File: src/rtl/hs_ram_arbiter.sv
// rtl/hs_ram_arbiter.sv - hands the work-RAM port between the CPU and the hiscore engine
// The CPU is paused and its bus allowed to settle before the mux switches; the port is returned before the pause lifts.
module hs_ram_arbiter #(
  parameter int ADDR_W = 16,
  parameter int SETTLE = 2,
  parameter int RD_LAT = 1
) (
  input  logic              clk_sys,
  input  logic              reset_n,
  input  logic              hs_access,
  input  logic              hs_write,
  input  logic [ADDR_W-1:0] hs_address,
  input  logic [7:0]        hs_data_in,
  output logic [7:0]        hs_data_out,
  output logic              hs_ready,
  input  logic              cpu_idle,
  input  logic              user_pause,
  output logic              pause_cpu,
  output logic              ram_sel_hs,
  output logic [ADDR_W-1:0] ram_addr,
  output logic [7:0]        ram_din,
  output logic              ram_we,
  input  logic [7:0]        ram_dout
);

  typedef enum logic [2:0] {
    S_IDLE, S_HOLD, S_SETTLE, S_ACCESS, S_WAIT, S_DONE, S_RELEASE
  } state_t;

  localparam logic [3:0] SETTLE_LD = 4'(SETTLE - 1);
  localparam logic [3:0] RD_LD     = 4'(RD_LAT - 1);

  state_t            state_q, state_d;
  logic [3:0]        cnt_q, cnt_d;
  logic              wr_q, wr_d;
  logic              latch;
  logic              pause_q, pause_d;
  logic              sel_q, sel_d;
  logic              we_q, we_d;
  logic              ready_q, ready_d;
  logic [7:0]        dout_q, dout_d;
  logic [ADDR_W-1:0] addr_q, addr_d;
  logic [7:0]        din_q, din_d;

  always_ff @(posedge clk_sys or negedge reset_n) begin
    if (!reset_n) begin
      state_q <= S_IDLE;
      cnt_q   <= '0;
      wr_q    <= 1'b0;
      pause_q <= 1'b0;
      sel_q   <= 1'b0;
      we_q    <= 1'b0;
      ready_q <= 1'b0;
      dout_q  <= '0;
      addr_q  <= '0;
      din_q   <= '0;
    end else begin
      state_q <= state_d;
      cnt_q   <= cnt_d;
      wr_q    <= wr_d;
      pause_q <= pause_d;
      sel_q   <= sel_d;
      we_q    <= we_d;
      ready_q <= ready_d;
      dout_q  <= dout_d;
      addr_q  <= addr_d;
      din_q   <= din_d;
    end
  end

  // A dropped request before the mux switches aborts straight to RELEASE.
  always_comb begin
    state_d = state_q;
    cnt_d   = cnt_q;
    latch   = 1'b0;
    case (state_q)
      S_IDLE:    if (hs_access) state_d = S_HOLD;
      S_HOLD: begin
        if (!hs_access) state_d = S_RELEASE;
        else if (cpu_idle) begin
          state_d = S_SETTLE;
          cnt_d   = SETTLE_LD;
        end
      end
      S_SETTLE: begin
        if (!hs_access) state_d = S_RELEASE;
        else if (cnt_q == 4'd0) begin
          state_d = S_ACCESS;
          latch   = 1'b1;
        end else cnt_d = cnt_q - 4'd1;
      end
      S_ACCESS: begin
        if (wr_q) state_d = S_DONE;
        else begin
          state_d = S_WAIT;
          cnt_d   = RD_LD;
        end
      end
      S_WAIT: begin
        if (cnt_q == 4'd0) state_d = S_DONE;
        else cnt_d = cnt_q - 4'd1;
      end
      S_DONE: begin
        if (hs_access) begin
          state_d = S_ACCESS;
          latch   = 1'b1;
        end else state_d = S_RELEASE;
      end
      S_RELEASE: state_d = S_IDLE;
      default:   state_d = S_IDLE;
    endcase
  end

  always_comb begin
    wr_d    = latch ? hs_write : wr_q;
    addr_d  = latch ? hs_address : addr_q;
    din_d   = latch ? hs_data_in : din_q;
    pause_d = (state_d != S_IDLE) | user_pause;
    sel_d   = (state_d == S_ACCESS) | (state_d == S_WAIT) | (state_d == S_DONE);
    we_d    = (state_d == S_ACCESS) & wr_d;
    ready_d = (state_d == S_DONE);
    dout_d  = (state_q == S_WAIT && cnt_q == 4'd0) ? ram_dout : dout_q;
  end

  assign pause_cpu   = pause_q;
  assign ram_sel_hs  = sel_q;
  assign ram_we      = we_q;
  assign hs_ready    = ready_q;
  assign hs_data_out = dout_q;
  assign ram_addr    = addr_q;
  assign ram_din     = din_q;

endmodule

File: config.mk
export PLATFORM = sky130hd
export DESIGN_NAME = hs_ram_arbiter
export DESIGN_NICKNAME = d
export VERILOG_FILES = /design/src/rtl/hs_ram_arbiter.sv
export SDC_FILE = /design/constraint.sdc
export NUM_CORES = 1
export LEC_CHECK = 0
export BUFFER_PORTS_ARGS = -buffer_cell sky130_fd_sc_hd__clkbuf_2
export CAP_MARGIN = 30
export CORE_AREA = 2 2 72 74
export CTS_BUF_LIST = sky130_fd_sc_hd__clkbuf_8
export CTS_CLUSTER_SIZE = 40
export DETAILED_ROUTE_END_ITERATION = 6
export DIE_AREA = 0 0 74 76
export PLACE_DENSITY = 0.69
export SLEW_MARGIN = 20
export SYNTH_ARGS = -nofsm -noshare
export SYNTH_HDL_FRONTEND = slang
export SYNTH_SLANG_ARGS = --single-unit
File: constraint.sdc
create_clock -name clk_sys -period 6 [get_ports clk_sys]
set_clock_uncertainty 0.1 [all_clocks]
set_input_delay 0.6 -clock clk_sys [delete_from_list [all_inputs] [get_ports clk_sys]]
set_output_delay 0.6 -clock clk_sys [all_outputs]
set_load 0.01 [all_outputs]
==> results.cfg <==
[layout]
fin_area_sq_um = 2420
area_growth_syn_to_layout_pct = 28.0
fin_nets = 251
drive_above_1_share_pct = 49.1
antenna_cells = 0

[route]
dr.pass1.iters = 4
viasPerCell = 4.71
vias = 1329
ant_nets = 0
wl_per_cell_um = 12.3
drc = 0
wl_um = 3480
first_iter_violations = 50

[setup_path]
path_class = reg2reg
ff2ff_setup_slack_ns = 3.76
crit_arrival_ns = 2.32
start_kind = register
cp.required_ns = 6.07
cp_max_fo = 26
end_kind = register

[synthesis]
synth_seq_cells = 44
yosysSeqAreaShare_pct = 58.2
async_reset_ff_share_pct = 100
synth_edf_count = 0
syn_area_sq_um = 1890
synthCells = 136
synth.distinct_cells = 40
syn_avg_cell_area_sq_um = 13.9
synth-main-ff-cell = dfrtp_1
synth_fp_nets = 176
yosys_warnings = 0

[die]
core_area_sq_um = 4910
dieHeight_um = 76
fp.dieW_um = 74
start_util_pct = 38.5
rows = 26
die-area_sq_um = 5620
ios = 74

[clock_tree]
clk_latency_ns = 0.29
cts.sinks = 44
clk_pin_slew_ns = 0.08
cts_tree = built
htree_levels = 2
ctsHoldBuffers = 0
root_buffer = clkbuf_8
cts_setup_buffers = 0
cts_buffers = 5
clock_path_buffers = 2
post_cts_resized = 0

[timing]
holdWs_ns = 0.187
rsz0062_at_grt = no
fmaxAchievable_ghz = 0.446
hold_violations = 0
slew_headroom_pct = 60.9
final.setup.tns_ns = 0
setup_viol = 0
finalCritPeriodShare_pct = 37.4
slew_viol_final = 0
tightest_slew_ns = 0.585
period_minus_slack_ns = 2.24

[outcome]
outcome = complete, no violations

[global_routing]
grt_usage_pct = 12.9
grt_start_max_net_pins = 27
antenna_found_initial = 0
grt_pass1_wl_um = 5690
grt_pass1_vias = 1303
grt-ovfl-total = 0

[worst_hold_path]
hp-class = in2async

[place]
dp_hpwl_um = 2680
postPlaceCellArea_sq_um = 2330
globalplace.congestion = 0.821
port_buffers = 73

[power_and_ir_drop]
power.density_nw_per_um2 = 486
ir_drop_v = 0.000178
finalPower_mw = 1.18
power.leakage_nw = 1.20

[job]
maxCapViolations = 0
area by class of cell:
type                            count  area [sq um]
Timing Repair Buffer               74           393
Multi-Input combinational cell     81           728
Fill cell                         430          2490
Inverter                            5          18.8
Clock inverter                      2          11.3
Sequential cell                    44          1100
Clock buffer                        6          82.6
Tap cell                           70          87.6
cell usage in the layout (no fill, tap or decap), types with 2 or more instances in the layout:
cell type / count
clkbuf_2: 73
dfrtp_1: 44
mux2_1: 18
mux2_2: 16
clkbuf_8: 6
inv_1: 5
a21oi_1: 3
nand2b_1: 3
nor2b_1: 3
nand2_1: 3
nor3_1: 2
a221oi_1: 2
o21ai_0: 2
o2111ai_1: 2
nor2_1: 2
o221ai_1: 2
ha_1: 2
cells in the mapped netlist, types with 2 or more instances:
| master | count | area, sq um |
|---|---|---|
| inv_1 | 4 | 15.0 |
| a221oi_1 | 2 | 17.5 |
| mux2_1 | 18 | 203 |
| o221ai_1 | 2 | 17.5 |
| nand2_1 | 3 | 11.3 |
| buf_6 | 2 | 22.5 |
| ha_1 | 2 | 25.0 |
| nor2_1 | 2 | 7.51 |
| a21oi_1 | 3 | 15.0 |
| o21ai_0 | 2 | 10.0 |
| nor3_1 | 2 | 10.0 |
| mux2_2 | 16 | 180 |
| o2111ai_1 | 2 | 17.5 |
| dfrtp_1 | 44 | 1100 |
| nand2b_1 | 3 | 18.8 |
| nor2b_1 | 3 | 18.8 |
| buf_2 | 3 | 15.0 |
flip-flops by register name, indices dropped and copies added (netlist names), 3 cells and up:
| name | flops |
|---|---|
| ram_addr | 16 |
| hs_data_out | 8 |
| ram_din | 8 |
| cnt_q | 4 |
| state_q | 3 |
layer usage:
metal	track usage [%]	share of wire, %	vias to the layer above
met5	0	0	-
met4	4.91	1.6	0
met3	3.84	7.3	4
met2	21.9	48	55
met1	15.0	43	634
li1	-	-	636
stage by stage:
| stage | util [%] | setup WS (ns) | instances |
|---|---|---|---|
| 3_3_place_gp | 46.8 | 3.74 | 273 |
| 4_1_cts | 49.3 | 3.73 | 282 |
| 2_1_floorplan | - | 4.07 | 136 |
| 3_5_place_dp | 47.4 | 3.75 | 274 |
| 6_report | 49.3 | 3.76 | 282 |
| 5_1_grt | 49.3 | 3.58 | 282 |
critical path, stage by stage, from the launching register on:
cell	delay, ns
dfrtp_1	0.41
inv_1	0.11
ha_1	0.15
nor3b_2	0.34
a22o_1	0.22
nand2_2	0.35
mux2_1	0.45
path summary, 6_finish.rpt:
kind | start | endpoint | cells past startpoint
setup / recovery | cnt_q[0] | ram_addr[7] | 6
setup reg to reg | cnt_q[0] | ram_addr[7] | 6
max in group asynchronous | reset_n | cnt_q[2] | 2
hold reg to reg | ram_addr[3] | ram_addr[3] | 1
min in group clk_sys | ram_addr[3] | ram_addr[3] | 1
hold / removal | reset_n | ram_addr[12] | 1
power by group:
group / leakage, nW / internal, mW / switching [mW] / total [mW]
Combinational: 0.618 / 0.243 / 0.224 / 0.468
Sequential: 0.534 / 0.432 / 0.0923 / 0.525
Clock: 0.0486 / 0.0918 / 0.0940 / 0.186
Total: 1.20 / 0.768 / 0.410 / 1.18
cells by family (layout without fill, tap and decap cells):
logic type	after synthesis	after routing	synth area share, %
AO/OA/AOI/OAI	20	20	7.87
AND/OR/NAND/NOR	23	23	8.00
buffers and inverters	11	87	3.37
adder cells (fa/ha/maj)	3	3	1.92
XOR/XNOR	1	1	0.463
flip-flops	44	44	58.2
multiplexers	34	34	20.2
No activity file was read; power rests on OpenSTA's default activity.
